<file path="src/rtl/serial_subtractor.sv">
// Bit-serial WIDTH-bit unsigned subtractor (a - b), LSB first, start/busy/done handshake.
// Define SERIAL_SUB_OVF_EN to add the registered signed-overflow output ovf.
module serial_subtractor #(
    parameter int WIDTH = 8
) (
    input  logic             clk,
    input  logic             rst,
    input  logic             start,
    input  logic [WIDTH-1:0] a,
    input  logic [WIDTH-1:0] b,
    output logic             busy,
    output logic             done,
    output logic [WIDTH-1:0] diff,
    output logic             bout
`ifdef SERIAL_SUB_OVF_EN
    ,
    output logic             ovf
`endif
);
    localparam int CNT_W = $clog2(WIDTH);

    typedef enum logic [1:0] {
        S_IDLE = 2'd0,
        S_RUN  = 2'd1,
        S_DONE = 2'd2
    } state_t;

    function automatic logic sub_bit(input logic x, input logic y, input logic bin);
        return x ^ y ^ bin;
    endfunction

    function automatic logic sub_borrow(input logic x, input logic y, input logic bin);
        return (~x & y) | (~(x ^ y) & bin);
    endfunction

    state_t             r_state;
    logic [WIDTH-1:0]   r_sa;
    logic [WIDTH-1:0]   r_sb;
    logic [WIDTH-2:0]   r_sr;
    logic               r_borrow;
    logic [CNT_W-1:0]   r_cnt;
    logic               r_busy;
    logic               r_done;
    logic [WIDTH-1:0]   r_diff;
    logic               r_bout;
`ifdef SERIAL_SUB_OVF_EN
    logic               r_amsb;
    logic               r_bmsb;
    logic               r_ovf;
`endif

    logic               w_d;
    logic               w_bnext;
    logic [WIDTH-1:0]   w_res;

    // Current subtractor cell and the result as it will look after this bit.
    assign w_d     = sub_bit(r_sa[0], r_sb[0], r_borrow);
    assign w_bnext = sub_borrow(r_sa[0], r_sb[0], r_borrow);
    assign w_res   = {w_d, r_sr};

    // Handshake FSM, operand shifters, borrow and result registers.
    always_ff @(posedge clk or posedge rst) begin
        if (rst) begin
            r_state  <= S_IDLE;
            r_sa     <= '0;
            r_sb     <= '0;
            r_sr     <= '0;
            r_borrow <= 1'b0;
            r_cnt    <= '0;
            r_busy   <= 1'b0;
            r_done   <= 1'b0;
            r_diff   <= '0;
            r_bout   <= 1'b0;
`ifdef SERIAL_SUB_OVF_EN
            r_amsb   <= 1'b0;
            r_bmsb   <= 1'b0;
            r_ovf    <= 1'b0;
`endif
        end else begin
            case (r_state)
                S_IDLE: begin
                    r_done <= 1'b0;
                    if (start) begin
                        r_sa     <= a;
                        r_sb     <= b;
                        r_sr     <= '0;
                        r_borrow <= 1'b0;
                        r_cnt    <= '0;
                        r_busy   <= 1'b1;
`ifdef SERIAL_SUB_OVF_EN
                        r_amsb   <= a[WIDTH-1];
                        r_bmsb   <= b[WIDTH-1];
`endif
                        r_state  <= S_RUN;
                    end else begin
                        r_busy   <= 1'b0;
                    end
                end
                S_RUN: begin
                    r_sa     <= {1'b0, r_sa[WIDTH-1:1]};
                    r_sb     <= {1'b0, r_sb[WIDTH-1:1]};
                    r_sr     <= w_res[WIDTH-1:1];
                    r_borrow <= w_bnext;
                    r_cnt    <= r_cnt + CNT_W'(1);
                    if (r_cnt == CNT_W'(WIDTH - 1)) begin
                        r_diff  <= w_res;
                        r_bout  <= w_bnext;
`ifdef SERIAL_SUB_OVF_EN
                        // Signed overflow: operands differ in sign and result sign differs from a.
                        r_ovf   <= (r_amsb != r_bmsb) && (w_d != r_amsb);
`endif
                        r_busy  <= 1'b0;
                        r_done  <= 1'b1;
                        r_state <= S_DONE;
                    end else begin
                        r_busy  <= 1'b1;
                        r_done  <= 1'b0;
                    end
                end
                S_DONE: begin
                    r_busy  <= 1'b0;
                    r_done  <= 1'b0;
                    r_state <= S_IDLE;
                end
                default: begin
                    r_busy  <= 1'b0;
                    r_done  <= 1'b0;
                    r_state <= S_IDLE;
                end
            endcase
        end
    end

    assign busy = r_busy;
    assign done = r_done;
    assign diff = r_diff;
    assign bout = r_bout;
`ifdef SERIAL_SUB_OVF_EN
    assign ovf  = r_ovf;
`endif

endmodule

</file>
<file path="config.mk">
export PLATFORM = sky130hd
export DESIGN_NAME = serial_subtractor
export DESIGN_NICKNAME = d
export VERILOG_FILES = /design/src/rtl/serial_subtractor.sv
export SDC_FILE = /design/constraint.sdc
export NUM_CORES = 1
export LEC_CHECK = 0
export ABC_AREA = 1
export BUFFER_PORTS_ARGS = -buffer_cell sky130_fd_sc_hd__buf_2
export CORE_MARGIN = 1
export CORE_UTILIZATION = 40
export DETAILED_ROUTE_END_ITERATION = 16
export GPL_ROUTABILITY_DRIVEN = 0
export SYNTH_ARGS = -nofsm -noshare
export SYNTH_HDL_FRONTEND = slang
export SYNTH_SLANG_ARGS = --single-unit
</file>
<file path="constraint.sdc">
create_clock -name clk -period 1.8 [get_ports clk]
set_input_delay 0.45 -clock clk [delete_from_list [all_inputs] [get_ports clk]]
set_output_delay 0.45 -clock clk [all_outputs]
set_load 0.01 [all_outputs]
</file>
==> run summary <==
post-synth design cell area - 0.001798 mm2
status - finished clean
CTS max path bufs - 2
share of cells above drive strength 1 - 20.26%
critical path peak fanout - 14
Area growth syn-to-layout - 14.54%
power per cell area - 1619 mW/mm2
Initial Util - 41.58%
PortBufs - 29
post-CTS resize count - 0
Avg Inst Size Synth - 8.990 um2
mux contribution to synthesized area - 0%
DRT iter0 DRCs - 101
clk sinks - 40
sw frac - 38.16%
nets - 253
worst-case reg-to-reg path depth - 5
# H-tree levels - 2
number of routed nets with antenna violations - 0
hold buffers post-CTS - 0
max cap viols - 0
Rel. slew slack - 66.61%
CP arrival - 1.59 ns
cells along the critical path - nand2_1, buf_4, nand2_1, nand3_1, nand2_1
Worst-path clk slew - 0.08 ns
hold slack - 0.2628 ns
Ports - 30
Post-CTS Setup Bufs - 0
clock share of power - 19.1%
DRC violations left - 0
Final Skew - 0.007678 ns
Period minus WS final - 1.403 ns
Post-Synth XOR/XNOR Area - 0%
Met2 Wirelength - 1.492 mm
net count after synthesis - 222
Worst path slowest cell - dfrtp_1
vias in the first global route - 1,295
Slew Limit Fails - 0
largest family of logic cells by synthesized area - simple AND/OR/NAND/NOR gates
worst r2r src - r_state[0]
CTS tree - yes
TritonCTS buffer count - 5
sequential element share of the synthesized area - 55.67%
Die Ht - 69.05 um
area of the core - 0.004324 mm2
Overall Global Routing Usage - 16.16%
total wire length - 3.486 mm
Post-Place Worst Slack - 0.3996 ns
initial antenna violation count - 0
# diodes - 0
routed len/inst - 12.27 um
Setup TNS - 0 ns
FF-to-FF End - r_sa[4]
# rows - 24
Tightest Hold Check Type - in -> async
leakage power - 0.001105 uW
Clock Tree Root - clkbuf_8
combinational power share - 37.0%
post-synthesis simple-gate area fraction - 25.96%
Design Area, Final - 0.002059 mm2
Top Metal Used - met4
largest net degree at the start of global routing - 41
final period utilization - 77.94%
Vias per Instance - 4.743
Pre-antenna DRT Iters - 4
clk_lat worst skew - 0.30 ns
unrepaired setup endpoints after global routing - no
dpl cell area - 0.001966 mm2
startpoint types - register
flops & latches, synth - 40
die width - 69.05 um
post-route met1 wirelength - 1.835 mm
wire length on met3 - 140 um
reg2reg setup slack - 0.40 ns
Sequential Power Share - 43.9%
Synth Area in Compound Gates - 5.567%
Setup CP Type - reg -> reg
Final Hold Viols - 0
die area - 0.004767 mm2
post-DP HPWL - 2.289 mm
Psw - 1273 uW
Int Pwr - 2062 uW
first-pass GRT wire length - 6.030 mm
Vias - 1,347
cell mode on critical path - nand2_1
grt ovf - 0
worst setup margin - 0.3971 ns
Netlist cell types - 19
CP endpoint kind - register
fmax - 712.8 MHz
adder-cell area share of the yosys netlist - 2.505%
VDD IR max - 0.0005703 V
Final Setup Violations - 0
Worst EP required - 1.99 ns
Yosys Warn Count - 0
Slowest Stage Delay on Critical Path - 0.46 ns
Worst-Margin Slew - 0.5009 ns
Mapped Cells - 200
[sequential cells by signal, indices dropped and copies added (netlist names)]
signal    count
r_sr          7
r_borrow      1
r_state       2
bout          1
done          1
diff          8
r_sb          8
busy          1
r_sa          8
r_cnt         3
[power by group through the flow]
stage               combinational, uW  clock [uW]  sequential [uW]
floorplan                         934           0             1480
global placement                 1250           0             1470
detailed placement               1250           0             1470
CTS                              1260         655             1460
global route                     1440         682             1510
finish                           1230         638             1460
[worst max-delay path by stage]
stage / start / end / slack [ns] / cells after the start
3_3_place_gp: r_state[0] / r_sa[2] / 0.42 / 5
4_1_cts: r_state[1] / r_sr[2] / 0.39 / 5
5_1_grt: r_state[1] / r_sr[4] / 0.27 / 5
2_1_floorplan: rst / bout / 0.43 / 1
6_report: r_state[0] / r_sa[4] / 0.40 / 5
3_5_place_dp: start / r_sr[2] / 0.40 / 4
[synthesized netlist by cell type]
library cell | count | area, um2
buf_4 | 3 | 22.52
a22oi_1 | 2 | 15.01
nand4_1 | 3 | 18.77
o21ai_1 | 11 | 55.05
nand3_1 | 44 | 220.2
fa_1 | 1 | 20.02
o21ai_0 | 5 | 25.02
dfrtp_1 | 40 | 1001
buf_6 | 4 | 45.04
nand2_2 | 1 | 6.260
ha_1 | 2 | 25.02
nor2_1 | 3 | 11.26
inv_1 | 25 | 93.84
nand2_1 | 47 | 176.4
a21oi_1 | 1 | 5.000
buf_2 | 4 | 20.02
nand2_4 | 2 | 22.52
inv_2 | 1 | 3.750
nor2_4 | 1 | 11.26
[final cells by class]
| cell class | count | area, um2 |
|---|---|---|
| Clock inverter | 1 | 7.507 |
| Tap cell | 52 | 65.06 |
| Sequential cell | 40 | 1001 |
| Clock buffer | 7 | 86.33 |
| Inverter | 26 | 97.59 |
| Multi-Input combinational cell | 123 | 611.8 |
| Fill cell | 460 | 2265 |
| Timing Repair Buffer | 35 | 190.2 |
[metrics by stage]
stage	total power (uW)	utilization (%)	cells
2_1_floorplan	2418	-	200
3_3_place_gp	2711	45.46	276
3_5_place_dp	2721	45.46	276
4_1_cts	3370	47.63	284
5_1_grt	3634	47.63	284
6_report	3335	47.63	284
[routing by layer]
metal / vias up / global-route usage [%]
met5: - / 0
met4: 0 / 6.122
met3: 2 / 4.386
met2: 26 / 22.76
met1: 615 / 23.68
li1: 704 / -
[cells in the final DEF, fill, tap and decap left out]
| cell | synthesis | final |
|---|---|---|
| nand2_1 | 47 | 47 |
| nand3_1 | 44 | 44 |
| dfrtp_1 | 40 | 40 |
| buf_2 | 4 | 29 |
| inv_1 | 25 | 25 |
| o21ai_1 | 11 | 11 |
| clkbuf_8 | 0 | 6 |
| buf_4 | 3 | 6 |
| o21ai_0 | 5 | 5 |
| nor2_1 | 3 | 3 |
| nand4_1 | 3 | 3 |
| nand2_4 | 2 | 2 |
| a22oi_1 | 2 | 2 |
| ha_1 | 2 | 2 |
| inv_2 | 1 | 1 |
| nor2_4 | 1 | 1 |
| nand2_2 | 1 | 1 |
| a21oi_1 | 1 | 1 |
| fa_1 | 1 | 1 |
| clkbuf_1 | 0 | 1 |
| clkinvlp_4 | 0 | 1 |
[critical path: cells and delay by family (launching register included)]
kind,cells,cell delay (ns)
flops,1,0.46
simple gates,4,0.57
buf+inv,1,0.27
[logic make-up after synthesis]
group	Yosys count
flip-flops	40
adder cells (fa/ha/maj)	3
AO/OA/AOI/OAI	19
buffers and inverters	37
AND/OR/NAND/NOR	101
No activity file was read; power rests on OpenSTA's default activity.
